`config.mk`:
```
export PLATFORM = sky130hd
export DESIGN_NAME = ldiv_result_buffer
export DESIGN_NICKNAME = d
export VERILOG_FILES = /design/src/rtl/ldiv_pkg.sv /design/src/rtl/ldiv_fifo_fwft.sv /design/src/rtl/ldiv_result_buffer.sv
export SDC_FILE = /design/constraint.sdc
export NUM_CORES = 2
export LEC_CHECK = 0
export BUFFER_PORTS_ARGS = -buffer_cell sky130_fd_sc_hd__buf_2
export CAP_MARGIN = 5
export CORE_MARGIN = 2
export CORE_UTILIZATION = 50
export DETAILED_ROUTE_END_ITERATION = 12
export PLACE_DENSITY = 0.66
export SLEW_MARGIN = 20
export SYNTH_ARGS = -nofsm -noshare
export SYNTH_HDL_FRONTEND = slang
export SYNTH_SLANG_ARGS = --single-unit
```
`constraint.sdc`:
```
create_clock -name clk -period 4.8 [get_ports clk]
set_input_delay 0.72 -clock clk [delete_from_list [all_inputs] [get_ports clk]]
set_output_delay 0.72 -clock clk [all_outputs]
set_load 0.03 [all_outputs]
```
`src/rtl/ldiv_pkg.sv`:
```
// -----------------------------------------------------------------------------
// ldiv_pkg
//   Shared constants and types for the signed long divider and the blocks that
//   sit around it.
//
//   Contents:
//     NUMERATOR_WIDTH / DENOMINATOR_WIDTH / QUOTIENT_WIDTH : default widths
//     RESULT_WIDTH   : packed width of one {quotient, remainder} pair
//     ldiv_result_t  : packed {quotient, remainder} result record
//     clog2()        : ceiling log2, usable in constant expressions
// -----------------------------------------------------------------------------
package ldiv_pkg;

    localparam int NUMERATOR_WIDTH   = 24;
    localparam int DENOMINATOR_WIDTH = 20;
    localparam int QUOTIENT_WIDTH    = 24;

    // The remainder takes the sign of the numerator and never exceeds its
    // magnitude, so it is sized from the numerator width.
    localparam int RESULT_WIDTH = QUOTIENT_WIDTH + NUMERATOR_WIDTH;

    typedef struct packed {
        logic signed [QUOTIENT_WIDTH-1:0]  quotient;
        logic signed [NUMERATOR_WIDTH-1:0] remainder;
    } ldiv_result_t;

    // Ceiling log2; clog2(1) = 0, clog2(4) = 2, clog2(5) = 3.
    function automatic int clog2(input int value);
        int result;
        result = 0;
        for (int v = value - 1; v > 0; v = v >> 1) begin
            result = result + 1;
        end
        return result;
    endfunction

endpackage : ldiv_pkg

```
`src/rtl/ldiv_fifo_fwft.sv`:
```
// -----------------------------------------------------------------------------
// ldiv_fifo_fwft
//   Generic first-word-fall-through synchronous FIFO. The head entry is
//   presented on rdata_o in the cycle after it is written, and rdata_o reads
//   as zero whenever the FIFO is empty.
//
//   Parameters:
//     WIDTH : entry width in bits
//     DEPTH : number of entries; must be a power of two, >= 2
//
//   Ports:
//     clk      in   rising-edge clock
//     resetb   in   asynchronous active-low reset
//     push_i   in   write wdata_i (ignored when full unless popping as well)
//     wdata_i  in   WIDTH  write data
//     pop_i    in   remove head entry (ignored when empty)
//     rdata_o  out  WIDTH  head entry, zero when empty
//     full_o   out  count == DEPTH
//     empty_o  out  count == 0
//     count_o  out  clog2(DEPTH)+1  number of stored entries
// -----------------------------------------------------------------------------
module ldiv_fifo_fwft
    import ldiv_pkg::*;
#(
    parameter int WIDTH = RESULT_WIDTH,
    parameter int DEPTH = 32
) (
    input  logic                    clk,
    input  logic                    resetb,
    input  logic                    push_i,
    input  logic [WIDTH-1:0]        wdata_i,
    input  logic                    pop_i,
    output logic [WIDTH-1:0]        rdata_o,
    output logic                    full_o,
    output logic                    empty_o,
    output logic [clog2(DEPTH):0]   count_o
);

    localparam int AW = clog2(DEPTH);
    localparam int CW = AW + 1;

    logic [WIDTH-1:0] mem_q [DEPTH];

    logic [AW-1:0] wr_ptr_q, wr_ptr_d;
    logic [AW-1:0] rd_ptr_q, rd_ptr_d;
    logic [CW-1:0] count_q,  count_d;

    logic push_ok;
    logic pop_ok;

    assign empty_o = (count_q == '0);
    assign full_o  = (count_q == CW'(DEPTH));

    // A pop frees the slot in the same cycle, so a push into a full FIFO is
    // accepted only when the head leaves simultaneously.
    assign pop_ok  = pop_i && !empty_o;
    assign push_ok = push_i && (!full_o || pop_ok);

    // Pointers carry no wrap bit; DEPTH is a power of two so they wrap
    // naturally, and empty/full come from the count instead.
    always_comb begin
        wr_ptr_d = wr_ptr_q;
        rd_ptr_d = rd_ptr_q;
        count_d  = count_q;
        if (push_ok) begin
            wr_ptr_d = wr_ptr_q + AW'(1);
        end
        if (pop_ok) begin
            rd_ptr_d = rd_ptr_q + AW'(1);
        end
        if (push_ok && !pop_ok) begin
            count_d = count_q + CW'(1);
        end else if (pop_ok && !push_ok) begin
            count_d = count_q - CW'(1);
        end
    end

    always_ff @(posedge clk or negedge resetb) begin
        if (!resetb) begin
            wr_ptr_q <= '0;
            rd_ptr_q <= '0;
            count_q  <= '0;
        end else begin
            wr_ptr_q <= wr_ptr_d;
            rd_ptr_q <= rd_ptr_d;
            count_q  <= count_d;
        end
    end

    // Storage needs no reset: an entry is only ever read after it was written.
    always_ff @(posedge clk) begin
        if (push_ok) begin
            mem_q[wr_ptr_q] <= wdata_i;
        end
    end

    assign rdata_o = empty_o ? '0 : mem_q[rd_ptr_q];
    assign count_o = count_q;

endmodule : ldiv_fifo_fwft

```
`src/rtl/ldiv_result_buffer.sv`:
```
// -----------------------------------------------------------------------------
// ldiv_result_buffer
//   Adds backpressure to the valid-only, fixed-latency output of the pipelined
//   signed long divider. Every result is captured into a FWFT FIFO and offered
//   to the consumer with valid/ready. A credit counter tracks divisions in
//   flight plus stored results so the issuer can never overrun the FIFO.
//
//   Optional feature (macro LDIV_RBUF_ERR_EN):
//     defined   : err is a sticky flag set on an issue without credit or on a
//                 result arriving at a full FIFO with no pop; cleared by reset
//     undefined : err is tied low
//
//   Parameters:
//     QUOTIENT_WIDTH  : quotient width (signed)
//     NUMERATOR_WIDTH : remainder width (signed)
//     DEPTH           : FIFO entries, power of two, >= divider latency + 1
//
//   Ports:
//     clk            in   rising-edge clock
//     resetb         in   asynchronous active-low reset
//     div_issue      in   a division is launched this cycle
//     issue_ok       out  credit available for div_issue
//     div_valid      in   divider result valid
//     div_quotient   in   divider quotient
//     div_remainder  in   divider remainder
//     out_valid      out  head entry valid
//     out_ready      in   consumer accepts head entry
//     out_quotient   out  head quotient (0 when empty)
//     out_remainder  out  head remainder (0 when empty)
//     occupancy      out  entries currently stored
//     err            out  sticky protocol error
// -----------------------------------------------------------------------------
module ldiv_result_buffer
    import ldiv_pkg::*;
#(
    parameter int QUOTIENT_WIDTH  = ldiv_pkg::QUOTIENT_WIDTH,
    parameter int NUMERATOR_WIDTH = ldiv_pkg::NUMERATOR_WIDTH,
    parameter int DEPTH           = 32
) (
    input  logic                              clk,
    input  logic                              resetb,
    input  logic                              div_issue,
    output logic                              issue_ok,
    input  logic                              div_valid,
    input  logic signed [QUOTIENT_WIDTH-1:0]  div_quotient,
    input  logic signed [NUMERATOR_WIDTH-1:0] div_remainder,
    output logic                              out_valid,
    input  logic                              out_ready,
    output logic signed [QUOTIENT_WIDTH-1:0]  out_quotient,
    output logic signed [NUMERATOR_WIDTH-1:0] out_remainder,
    output logic [clog2(DEPTH):0]             occupancy,
    output logic                              err
);

    localparam int CW = clog2(DEPTH) + 1;
    localparam int W  = QUOTIENT_WIDTH + NUMERATOR_WIDTH;

    logic [W-1:0]  fifo_wdata;
    logic [W-1:0]  fifo_rdata;
    logic          fifo_full;
    logic          fifo_empty;
    logic [CW-1:0] fifo_count;
    logic          pop;

    logic [CW-1:0] credit_q, credit_d;

    // -------------------------------------------------------------------------
    // Result storage
    // -------------------------------------------------------------------------
    assign fifo_wdata = {div_quotient, div_remainder};
    assign out_valid  = !fifo_empty;
    assign pop        = out_valid && out_ready;

    ldiv_fifo_fwft #(
        .WIDTH (W),
        .DEPTH (DEPTH)
    ) u_fifo (
        .clk     (clk),
        .resetb  (resetb),
        .push_i  (div_valid),
        .wdata_i (fifo_wdata),
        .pop_i   (pop),
        .rdata_o (fifo_rdata),
        .full_o  (fifo_full),
        .empty_o (fifo_empty),
        .count_o (fifo_count)
    );

    assign out_quotient  = fifo_rdata[W-1 -: QUOTIENT_WIDTH];
    assign out_remainder = fifo_rdata[NUMERATOR_WIDTH-1:0];
    assign occupancy     = fifo_count;

    // -------------------------------------------------------------------------
    // Issue credit: one credit is held from issue until the result is popped,
    // covering both the divider pipeline and the FIFO slot.
    // -------------------------------------------------------------------------
    // Derived from the register only, so there is no div_issue -> issue_ok path.
    assign issue_ok = (credit_q < CW'(DEPTH));

    always_comb begin
        credit_d = credit_q;
        if (div_issue && !pop) begin
            // Saturate so an over-issue cannot wrap the counter.
            if (credit_q != CW'(DEPTH)) begin
                credit_d = credit_q + CW'(1);
            end
        end else if (pop && !div_issue) begin
            if (credit_q != '0) begin
                credit_d = credit_q - CW'(1);
            end
        end
    end

    always_ff @(posedge clk or negedge resetb) begin
        if (!resetb) begin
            credit_q <= '0;
        end else begin
            credit_q <= credit_d;
        end
    end

    // -------------------------------------------------------------------------
    // Protocol error flag
    // -------------------------------------------------------------------------
`ifdef LDIV_RBUF_ERR_EN
    logic issue_viol;
    logic drop_viol;
    logic err_q, err_d;

    assign issue_viol = div_issue && !issue_ok;
    assign drop_viol  = div_valid && fifo_full && !pop;
    assign err_d      = err_q || issue_viol || drop_viol;

    always_ff @(posedge clk or negedge resetb) begin
        if (!resetb) begin
            err_q <= 1'b0;
        end else begin
            err_q <= err_d;
        end
    end

    assign err = err_q;

`ifndef SYNTHESIS
    logic [63:0] cycle_q;

    always_ff @(posedge clk or negedge resetb) begin
        if (!resetb) begin
            cycle_q <= '0;
        end else begin
            cycle_q <= cycle_q + 64'd1;
        end
    end

    always @(posedge clk) begin
        if (resetb && issue_viol) begin
            $display("ldiv_result_buffer: issue without credit at cycle %0d", cycle_q);
        end
        if (resetb && drop_viol) begin
            $display("ldiv_result_buffer: result dropped, FIFO full at cycle %0d", cycle_q);
        end
    end
`endif
`else
    // Full is only consumed by the error detection.
    logic unused_fifo_full;
    assign unused_fifo_full = fifo_full;
    assign err              = 1'b0;
`endif

endmodule : ldiv_result_buffer
```
### Word level (Yosys, flattened, before mapping)

Memory sizes are Yosys's and may differ from the RTL's.
Index checks and enable logic that the tools add are counted.

| storage, ports and cells | value |
|---|---|
| word-level logic and storage cells | 44 |
| memories | 1 |
| output and inout bits | 57 |
| memory bits (writable) | 1536 |
| register bits | 22 |
| input port bits | 53 |

| operators by class | value |
|---|---|
| reductions and logical operators | 20 |
| multiplexer cells | 9 |
| eq/ne operators | 3 |
| add/sub/neg operators | 6 |
| magnitude comparators | 1 |

Memory list:

| name | depth | bits a word | rd ports | clocked after memory_dff | wr ports | RTL line | text |
|---|---|---|---|---|---|---|---|
| u_fifo.mem_q | 32 | 48 | 1 | 0 | 1 | ldiv_fifo_fwft.sv:42 | `logic [WIDTH-1:0] mem_q [DEPTH];` |

Operator list:

| operator | count |
|---|---|
| 2-to-1 mux 48 bit | 1 |
| 2-to-1 mux 6 bit | 6 |
| adder 6 x 1 -> 6 bit (second input constant) | 2 |
| subtractor 6 x 1 -> 6 bit (second input constant) | 2 |
| adder 5 x 1 -> 5 bit (second input constant) | 2 |
| logical AND 1 bit | 7 |
| == test 6 bit (second input constant) | 1 |
| logical NOT 1 bit | 6 |
| logical NOT 6 bit | 1 |
| < comparator 6 bit (second input constant) | 1 |
| inequality test 6 bit (second input constant) | 1 |
| nonzero test 2 bit | 3 |
| nonzero test 6 bit | 1 |
| AND reduction 3 bit | 1 |
| 2-to-1 mux 1 bit | 2 |
| inequality test 2 x 1 -> 1 bit (second input constant) | 1 |
| logical OR 1 bit | 1 |

### Depth between registers and ports, before layout

| depth | value |
|---|---|
| depth after elaboration | 10 |
| depth in mapped cells | 14 |
| gate-level depth less buffers | 13 |

### By module

Synthesis repeated with hierarchy kept, for this count alone.

| second synthesis, totals | value |
|---|---|
| cells, all modules | 2697 |
| area total of the unflattened synthesis | 59687.2 µm² |

Modules (own cells, without submodules):

| module | sequential area each (µm²) | times used | cells an instance | area each (µm²) |
|---|---|---|---|---|
| ldiv_fifo_fwft | 46524.6 | 1 | 2649 | 59219.3 |
| ldiv_result_buffer | 150.1 | 1 | 48 | 467.9 |

### Worst setup path after synthesis

Ideal clock, no wire load.

| timing path | value |
|---|---|
| kind | flip-flop to flip-flop |
| start point | register u_fifo.count_q[0], in the netlist u_fifo.count_o[0] |
| end point | memory u_fifo.mem_q[31][0] (netlist bit), enable pin |
| clock period less this slack | 3.789 ns |
| setup time | 0.454 ns |
| path buffers | 2 |
| data required time | 4.346 ns |
| path slack | 1.011 ns |
| stages on the path, launching flop included | 7 |
| arrival | 3.335 ns |
| path through | dfrtp_1 or4_1 o41a_1 buf_2 nand2_1 buf_4 nor2_1 |

| on the way | value |
|---|---|
| longest elaborated chain between the ends | 8 |
| elaborated cells on any way between the ends | 10 |
| classes of those cells | eq/ne: 1; mux: 2; reduce/logical: 7 |

Ends and longest elaborated chain:

| element | RTL line | text |
|---|---|---|
| start: declaration | ldiv_fifo_fwft.sv:46 | `logic [CW-1:0] count_q, count_d;` |
| start signal: assignment | ldiv_fifo_fwft.sv:86 | `count_q <= count_d;` |
| logical NOT 6 bit | ldiv_fifo_fwft.sv:51 | `assign empty_o = (count_q == '0);` |
| logical NOT 1 bit | ldiv_fifo_fwft.sv:56, ldiv_result_buffer.sv:71 |  |
| logical AND 1 bit | ldiv_result_buffer.sv:72 | `assign pop = out_valid && out_ready;` |
| logical AND 1 bit | ldiv_fifo_fwft.sv:56 | `assign pop_ok = pop_i && !empty_o;` |
| logical OR 1 bit * | ldiv_fifo_fwft.sv:57 | `assign push_ok = push_i && (!full_o \|\| pop_ok);` |
| logical AND 1 bit * | ldiv_fifo_fwft.sv:57 |  |
| 2-to-1 mux 1 bit * | ldiv_fifo_fwft.sv:92 | `if (push_ok) begin` |
| 2-to-1 mux 1 bit (implied by the code) * | ldiv_fifo_fwft.sv:93 | `mem_q[wr_ptr_q] <= wdata_i;` |
| end: declaration | ldiv_fifo_fwft.sv:42 |  |

Every way passes the cells marked *; elsewhere a longest branch is shown, timed or not.

### Final worst setup path

| timing path | value |
|---|---|
| start point | register u_fifo.rd_ptr_q[1] |
| end point | output out_quotient[18] |

| on the way | value |
|---|---|
| longest elaborated chain between the ends | 2 |

Ends and longest elaborated chain:

| element | RTL line | text |
|---|---|---|
| start: declaration | ldiv_fifo_fwft.sv:45 | `logic [AW-1:0] rd_ptr_q, rd_ptr_d;` |
| start signal: assignment | ldiv_fifo_fwft.sv:85 | `rd_ptr_q <= rd_ptr_d;` |
| memory read (32 x 48 bit) | -- |  |
| 2-to-1 mux 48 bit | ldiv_fifo_fwft.sv:97 | `assign rdata_o = empty_o ? '0 : mem_q[rd_ptr_q];` |
| end: declaration | ldiv_result_buffer.sv:49 | `output logic signed [QUOTIENT_WIDTH-1:0] out_quotient,` |

Every way passes these cells.

==> reports/metrics.yaml <==
cp-end-kind: "output port"
first_pass_iters: 8
cts_resized: 0
async_reset_ff_frac: 0.01412
dp_cells: 4295
slew_headroom: 0.3378
synth_top_cell_by_area: "edfxtp_1"
synth_edf_count: 1536
hp-class: "in2reg"
grt_first_pass_wirelength_microns: 214200
io_pins: 110
crit_arrival_ns: 4.04
design_power_total_mw: 41.04
rows: 126
clk-insertion-delay-late_ns: 0.76
final_util: 0.5728
setup_tns_ns: 0
drive_above_1_share: 0.2645
cts_max_level: 4
start_kind: "register"
area_delta_synth_final_pct: 13.52
initial_utilization: 0.5046
remaining_drc_errors: 0
die-height_microns: 349.4
clock_sinks: 1558
synth_top_cell_area_share: 0.7732
tightest_slew_ns: 0.9908
syn-num-nets: 2763
grt_use_total: 0.2464
vias: 29075
clkSlewWorstSetupHoldPaths_ns: 0.06
clockBufferDepth: 3
crit_fanout: 77
crit_chain: "nand3b_1 > buf_12 > o22ai_1 > a2111oi_1 > nor3_1 > buf_2"
status: "finished clean"
final_common_cell: "edfxtp_1"
slew_viol_final: 0
r2r-start: "u_fifo.count_o[0]"
cts.root.buffer_cell: "clkbuf_16"
crit_family: "compound AO/OA/AOI/OAI gates"
final_cells: 4588
cap_violations: 0
path_buf_inv: 2
yosysWarningCount: 0
seq_area_frac_synth: 0.7824
clock_skew_ns: 0.02900
die_area_sq_um: 122100
slowest_stage: "a2111oi_1"
grt_overflow: 0
required_ns: 4.08
startpoint: "u_fifo.rd_ptr_q[1]"
hold_viol: 0
fmax_mhz: 210.0
numCtsBuffers: 157
worstSetupPathType: "reg2out"
core_sq_um: 118200
ant_nets: 0
hold_start: "div_issue"
setup_viol_count_final: 0
slowest_delay_ns: 0.97
dpl.hpwl_microns: 86210
grt_pass1_vias: 29698
ys.flop_type: "edfxtp_1"
powerDensity_nw_per_um2: 606.0
rsz0062_at_grt: "no"
yosys-top-cells-area: "edfxtp_1 77%, mux4_2 11%, mux2i_1 3.2%, a22o_1 1.4%, dfrtp_1 0.92%"
fp.dieW_microns: 349.4
wl_per_cell_microns: 32.50
drt_iter0_markers: 3095
ys_seq_elements: 1558
netlist_area_sq_um: 59660
postSynthAreaPerCell_sq_um: 22.15
cts_tree: "done"
num-nets-final: 2993
timing.final.crit_share: 0.9921
drt-total-wl_microns: 149100
grt_max_degree: 60
routed_via_density: 6.337
grt_antenna_before_repair: 4
ys_types: 46
port_buffers: 108
gp_congestion: 0.8031
mostFrequentLayoutCells: "1536 x edfxtp_1, 289 x mux4_2, 192 x mux2i_1"
p_leak_nw: 21.69
irDropWorstVdd_uv: 467.9
syn_inst: 2693
min_period_ns: 4.762
state kept, by name, indices dropped and copies added (netlist names):
| signal | flops |
|---|---|
| credit_q | 6 |
| u_fifo.count_o | 6 |
| u_fifo.mem_q | 1536 |
| u_fifo.rd_ptr_q | 5 |
| u_fifo.wr_ptr_q | 5 |
layout make-up:
type | instances | area (sq um)
Inverter | 9 | 33.78
Timing Repair Buffer | 234 | 1739
Multi-Input combinational cell | 963 | 12370
Clock buffer | 201 | 4146
Antenna cell | 1 | 2.502
Fill cell | 8545 | 50520
Tap cell | 1536 | 1922
Sequential cell | 1558 | 46690
Clock inverter | 86 | 817.0
worst paths after layout:
path / slack [ns] / endpoint / depth (start not counted)
max in group asynchronous: 3.78 / u_fifo.rd_ptr_q[0] / 2
min in group asynchronous: 0.52 / u_fifo.count_o[5] / 2
min reg2reg: 0.53 / credit_q[5] / 1
min: 0.37 / credit_q[1] / 4
max reg2reg: 1.12 / u_fifo.count_o[5] / 13
max: 0.04 / out_quotient[18] / 6
logic make-up (layout without fill, tap and decap cells):
family	Yosys count	after routing	synth area share
flops	1558	1558	0.7824
other cells	1	2	0.00006286
simple gates	133	133	0.01051
xor+xnor	17	17	0.002496
buf+inv	172	530	0.01495
compound gates	311	311	0.04390
mux	484	484	0.1419
fa+ha+maj	17	17	0.003817
per-stage QoR:
stage	setup WS [ns]	instance area (sq um)	hold slack (ns)
4_1_cts	0.04974	67730	0.3242
6_report	0.03815	67720	0.3710
5_1_grt	0.06585	67720	0.3786
2_1_floorplan	1.011	59660	0.4244
3_3_place_gp	0.7555	62720	0.4897
3_5_place_dp	0.7475	62720	0.5295
worst reg2reg max path, cell delays in order, from the launching register on:
cell and delay (ns):
dfrtp_1 0.44, or4_1 0.62, nor3_4 0.19, inv_1 0.09, and2_1 0.29, inv_1 0.24
ha_1 0.29, inv_1 0.16, ha_1 0.36, and2_1 0.17, a22o_1 0.22, mux2i_1 0.18
o2111ai_1 0.15, xnor2_1 0.16
routing by layer:
| metal | up-vias | wire [microns] | global-route usage | part of all wire |
|---|---|---|---|---|
| li1 | 11983 | - | - | - |
| met1 | 15639 | 56760 | 0.3180 | 0.38 |
| met2 | 1221 | 77760 | 0.4271 | 0.52 |
| met3 | 224 | 9939 | 0.04013 | 0.067 |
| met4 | 8 | 4594 | 0.08418 | 0.031 |
| met5 | - | 53 | 0 | 0.00036 |
where the power goes:
group / leakage, nW / switching [mW] / internal [mW]
clock network: 2.41 / 5.05 / 6.73
registers: 14.1 / 0.525 / 15.9
logic: 5.18 / 7.92 / 4.97
synthesized netlist by cell type (2+ instances only):
| cell | instances |
|---|---|
| mux2i_1 | 192 |
| clkbuf_1 | 93 |
| a21oi_1 | 5 |
| nand3b_1 | 3 |
| inv_1 | 9 |
| mux2_2 | 3 |
| nor3_1 | 48 |
| and2_1 | 2 |
| nand2_1 | 24 |
| mux4_2 | 289 |
| o221ai_1 | 47 |
| nand4_1 | 3 |
| a2111oi_2 | 18 |
| a2111oi_0 | 11 |
| edfxtp_1 | 1536 |
| o21ai_0 | 9 |
| buf_1 | 6 |
| nand3_1 | 2 |
| nor2b_1 | 2 |
| a211oi_1 | 50 |
| nor2_1 | 39 |
| buf_2 | 20 |
| xor2_1 | 2 |
| a22o_1 | 96 |
| or4_1 | 2 |
| ha_1 | 15 |
| buf_6 | 15 |
| fa_1 | 2 |
| xnor2_1 | 15 |
| o22ai_1 | 48 |
| a21o_1 | 4 |
| dfrtp_1 | 22 |
| a2111oi_1 | 19 |
| buf_4 | 29 |
| or2_2 | 2 |
repair_timing:
action,in CTS,in global routing
buffers inserted,5,0
hold buffers,1,0
endpoints found under the setup margin,2,1
hold endpoints to repair,22,0
(Power assumes the default switching activity.)
